### config.mk
export PLATFORM = sky130hd
export DESIGN_NAME = mult_seq_ctrl
export DESIGN_NICKNAME = d
export VERILOG_FILES = /design/src/rtl/mult_seq_ctrl.sv
export SDC_FILE = /design/constraint.sdc
export NUM_CORES = 1
export LEC_CHECK = 0
export CAP_MARGIN = 20
export CORE_MARGIN = 1.5
export CORE_UTILIZATION = 28
export CTS_CLUSTER_SIZE = 8
export DETAILED_ROUTE_END_ITERATION = 10
export PLACE_DENSITY = 0.58
export SLEW_MARGIN = 20
export SYNTH_ARGS = -nofsm -noshare
export SYNTH_HDL_FRONTEND = slang
export SYNTH_SLANG_ARGS = --single-unit
### constraint.sdc
create_clock -name clk -period 8.1 [get_ports clk]
set_input_delay 2.43 -clock clk [delete_from_list [all_inputs] [get_ports clk]]
set_output_delay 2.43 -clock clk [all_outputs]
set_load 0.005 [all_outputs]
### src/rtl/mult_seq_ctrl.sv
// Sequential shift-add multiplier (MULT/MULTU style) with IDLE/CALC/FIX/DONE control.
// Optional signed support is compiled in with MULT_SIGNED_EN; default build is unsigned only.
module mult_seq_ctrl #(
  parameter int WIDTH = 32
) (
  input  logic             clk,
  input  logic             rst_n,
  input  logic             start,
  input  logic             is_signed,
  input  logic             abort,
  input  logic [WIDTH-1:0] op_a,
  input  logic [WIDTH-1:0] op_b,
  output logic             busy,
  output logic             done,
  output logic [WIDTH-1:0] hi,
  output logic [WIDTH-1:0] lo,
  output logic [1:0]       fsm_state
);

  // Handshake: start is a level sampled only in IDLE; busy is high from the accept
  // edge until the edge leaving DONE; done is a one-cycle pulse with hi/lo valid.
  localparam int CW = $clog2(WIDTH) + 1;

  localparam logic [1:0] S_IDLE = 2'd0;
  localparam logic [1:0] S_CALC = 2'd1;
  localparam logic [1:0] S_FIX  = 2'd2;
  localparam logic [1:0] S_DONE = 2'd3;

  logic [1:0]         state;
  logic [WIDTH-1:0]   mcand;
  logic [2*WIDTH-1:0] acc;
  logic [CW-1:0]      cnt;
  logic               neg;

  logic [WIDTH-1:0]   mag_a;
  logic [WIDTH-1:0]   mag_b;
  logic               neg_start;
  logic [WIDTH:0]     sum;
  logic [2*WIDTH-1:0] result;

`ifdef MULT_SIGNED_EN
  always_comb begin
    mag_a     = (is_signed && op_a[WIDTH-1]) ? -op_a : op_a;
    mag_b     = (is_signed && op_b[WIDTH-1]) ? -op_b : op_b;
    neg_start = is_signed & (op_a[WIDTH-1] ^ op_b[WIDTH-1]);
  end
`else
  always_comb begin
    mag_a     = op_a;
    mag_b     = op_b;
    neg_start = 1'b0 & is_signed;
  end
`endif

  // Upper half plus multiplicand in WIDTH+1 bits; the carry becomes the new product MSB.
  always_comb begin
    sum    = {1'b0, acc[2*WIDTH-1:WIDTH]} + (acc[0] ? {1'b0, mcand} : {(WIDTH+1){1'b0}});
    result = neg ? -acc : acc;
  end

  always_ff @(posedge clk or negedge rst_n) begin
    if (!rst_n) begin
      state <= S_IDLE;
      mcand <= '0;
      acc   <= '0;
      cnt   <= '0;
      neg   <= 1'b0;
      hi    <= '0;
      lo    <= '0;
    end else begin
      case (state)
        S_IDLE: begin
          if (start) begin
            mcand <= mag_a;
            acc   <= {{WIDTH{1'b0}}, mag_b};
            cnt   <= '0;
            neg   <= neg_start;
            state <= S_CALC;
          end
        end
        S_CALC: begin
          if (abort) begin
            state <= S_IDLE;
          end else begin
            acc <= {sum, acc[WIDTH-1:1]};
            if (cnt == CW'(WIDTH - 1)) state <= S_FIX;
            else cnt <= cnt + CW'(1);
          end
        end
        S_FIX: begin
          if (abort) begin
            state <= S_IDLE;
          end else begin
            {hi, lo} <= result;
            state    <= S_DONE;
          end
        end
        S_DONE:  state <= S_IDLE;
        default: state <= S_IDLE;
      endcase
    end
  end

  assign busy      = (state != S_IDLE);
  assign done      = (state == S_DONE);
  assign fsm_state = state;

endmodule

==> summary.txt <==
Capture point of the worst reg-to-reg path = acc[62]$_DFFE_PN0P_
R2R Setup Slk = 4.53 ns
Initial antenna violation count = 1
Largest net degree at the start of global routing = 71
Internal cell power = 2.68 mW
# nets final = 1064
R2R Path Start = acc[0]$_DFFE_PN0P_
Fmax achieved = 232 MHz
Starting DRT DRC Count = 386
Clock Power Share = 18.1%
Total track usage = 14.0%
ANT nets after route = 0
Ratio of cells with drive above 1 in the final layout = 15.7%
CTS buffer count = 17
Total nets after synthesis = 948
Core Region = 0.0305 sq mm
Final worst path period share = 53.2%
Initial DRT Pass Iterations = 4
First-pass GRT wire length = 35.0 mm
Status = finished, final reports clean
Register area = 0.00420 sq mm
Synth Flop Type = dfrtp_1
Fill count = 3042
CP max-delay cell = buf_4
# rows = 64
Die Ht = 179 um
Post-synthesis cell type count = 56
Residual DRC = 0
CP Cell Sequence = clkdlybuf4s50_1 > nor2_4 > buf_4 > mux2_2
CTS tree = done
Skew-Pair Late Insertion Delay = 0.44 ns
EDFF count, synth = 0
Number of synthesis warnings = 0
Avg Synthesized Cell Area = 10.2 sq um
RSZ-0062 raised after global routing = false
Total power = 4.40 mW
Final setup viols = 0
CP Capture Type = flip-flop
Critical Path AT = 4.63 ns
Hold path depth = 1
Hold_sp = mcand[27]$_DFFE_PN0P_
Worst setup path class = input port to flip-flop
IO Pins = 137
LEAKAGE = 4.62 nW
Final WL = 21.7 mm
Via count = 6587
Mapped Area = 0.00863 sq mm
Combinational power share = 48.4%
Die width = 179 um
Final max-slew violation count = 0
Post-CTS Resized = 0
Endpoints failing hold = 0
Vias per cell = 4.81
Mapped Cells = 845
Hold EP = mcand[27]$_DFFE_PN0P_
TNS Setup = 0 ns
Commonest non-fill, non-tap cell in the layout = dfrtp_1
Number of clock sinks = 168
IO Port Bufs = 135
Die area = 0.0319 sq mm
Relative slew slack = 34.9%
Gr ovfl total = 0
Tmin final = 4.31 ns
Max stage delay on crit path = 0.66 ns
Sw power = 1.73 mW
Seq pwr share = 33.6%
Max rail drop VDD = 167 uV
HP Class = flip-flop to flip-flop
Multi-input logic area = 0.00425 sq mm
Critical Path RT = 8.42 ns
FFs w/ async S/R, synth = 100%
Fin Clk Skew = 0.0117 ns
Crit Path Max Fanout = 44
Register area share after synthesis = 48.7%
Clock buffer depth = 2
Final core occ = 36.0%
WL per Instance = 15.9 um
Gpl congestion = 0.829
Worst slew pin tran = 0.977 ns
CP top delay family = buffers and inverters
MaxCap Viol Count = 0
Commonest non-fill, non-tap cells in the layout = 168 x dfrtp_1, 134 x clkdlybuf4s50_1, 123 x nand2_1
Hold bufs inserted after CTS = 0
Post-synthesis register bit count = 168
Buf/Inv on CP = 2
Initial Util = 28.3%
Layout area overhead = 27.1%
H-tree depth = 4
FF-to-FF path depth = 8
Clock-pin slew on the worst setup and hold paths = 0.06 ns
Type of origin of the critical path = input port
Dpl hpwl = 15.2 mm
Post-CTS setup buffer count = 0
Stages on the worst setup path = 4
Root buf cell = clkbuf_16
Vias in the first global route = 6621
Power per cell area = 401 mW/mm^2
Switch share = 39.2%
kinds of logic after synthesis:
| family | Yosys count | synth area share, % |
|---|---|---|
| DFF | 168 | 48.7 |
| xor gates and xnor gates | 22 | 2.23 |
| adders and majority gates | 34 | 5.01 |
| muxes | 101 | 13.1 |
| AOI/OAI and AO/OA | 180 | 13.4 |
| and+or+nand+nor | 283 | 15.0 |
| buffers and inverters | 57 | 2.55 |
synth_stat cells, types with 4 or more instances:
| library cell | n | area, sq um |
|---|---|---|
| ha_1 | 33 | 413 |
| nand3_1 | 13 | 65.1 |
| nor3_1 | 11 | 55.1 |
| nand2b_1 | 6 | 37.5 |
| a21oi_1 | 42 | 210 |
| clkbuf_1 | 42 | 158 |
| nand4_1 | 11 | 68.8 |
| xor2_1 | 11 | 96.3 |
| nand2_1 | 123 | 462 |
| inv_1 | 10 | 37.5 |
| dfrtp_1 | 168 | 4200 |
| o21a_1 | 4 | 30.0 |
| o21ai_0 | 36 | 180 |
| a211oi_1 | 7 | 52.6 |
| nor2b_1 | 5 | 31.3 |
| mux2i_1 | 4 | 40.0 |
| and3_1 | 7 | 43.8 |
| buf_2 | 5 | 25.0 |
| mux2_2 | 97 | 1090 |
| or2_2 | 4 | 25.0 |
| nor2_1 | 58 | 218 |
| o21ai_1 | 4 | 20.0 |
| a31oi_1 | 37 | 231 |
| o21bai_1 | 7 | 52.6 |
| o31ai_1 | 5 | 37.5 |
| and2_1 | 35 | 219 |
| xnor2_1 | 11 | 96.3 |
| a21o_1 | 8 | 60.1 |
worst reg2reg max path: stages (launching register included):
cell	delay [ns]
dfrtp_1	0.99
and2_1	0.26
ha_1	0.33
a21oi_2	0.23
o21ai_0	0.14
a21oi_1	0.55
a21oi_1	0.20
or4_1	0.51
a32o_1	0.26
how the worst max path moves through the flow:
stage	startpoint	endpoint	slack (ns)
2_1_floorplan	start	mcand[24]$_DFFE_PN0P_	4.39
3_3_place_gp	abort	hi[11]$_DFFE_PN0P_	3.33
3_5_place_dp	abort	hi[4]$_DFFE_PN0P_	3.30
4_1_cts	abort	hi[5]$_DFFE_PN0P_	3.77
5_1_grt	abort	hi[12]$_DFFE_PN0P_	3.68
6_report	abort	hi[5]$_DFFE_PN0P_	3.79
registers in the layout, summed over array words and instances, names as in the netlist:
name,cells
acc,64
mcand,32
lo,32
cnt,6
fsm_state,2
hi,32
metrics by stage:
stage | instances | hold WS, ns | cell area [sq um] | worst slack [ns]
after floorplan | 845 | 0.472 | 8630 | 4.39
after global routing | 1370 | 0.515 | 11000 | 3.68
final | 1370 | 0.501 | 11000 | 3.79
after CTS | 1369 | 0.506 | 11000 | 3.77
after global placement | 1338 | 0.485 | 10400 | 3.33
after detailed placement | 1338 | 0.490 | 10400 | 3.30
final cells by class:
cell class,instances,share of cell area [%]
Multi-Input combinational cell,620,38.7
Sequential cell,168,38.3
Timing Repair Buffer,144,12.9
Tap cell,396,4.51
Clock buffer,18,3.91
Clock inverter,13,1.28
Inverter,10,0.342
Antenna cell,1,0.0228
metal layers:
metal / vias up / part of all wire (%) / routed length [um] / GRT usage [%]
met2: 94 / 49 / 10600 / 23.0
li1: 3235 / - / - / -
met5: - / 0 / 0 / 0
met1: 3235 / 46 / 10100 / 18.2
met3: 23 / 3.7 / 799 / 3.22
met4: 0 / 1.5 / 325 / 4.17
power by group through the flow:
stage / Combinational, mW / Sequential (mW) / Clock [mW]
after floorplan: 1.45 / 1.42 / 0
after global placement: 2.12 / 1.49 / 0
after detailed placement: 2.14 / 1.50 / 0
after CTS: 2.15 / 1.49 / 0.822
after global routing: 2.38 / 1.54 / 0.847
final: 2.13 / 1.48 / 0.797
(Power assumes the default switching activity.)
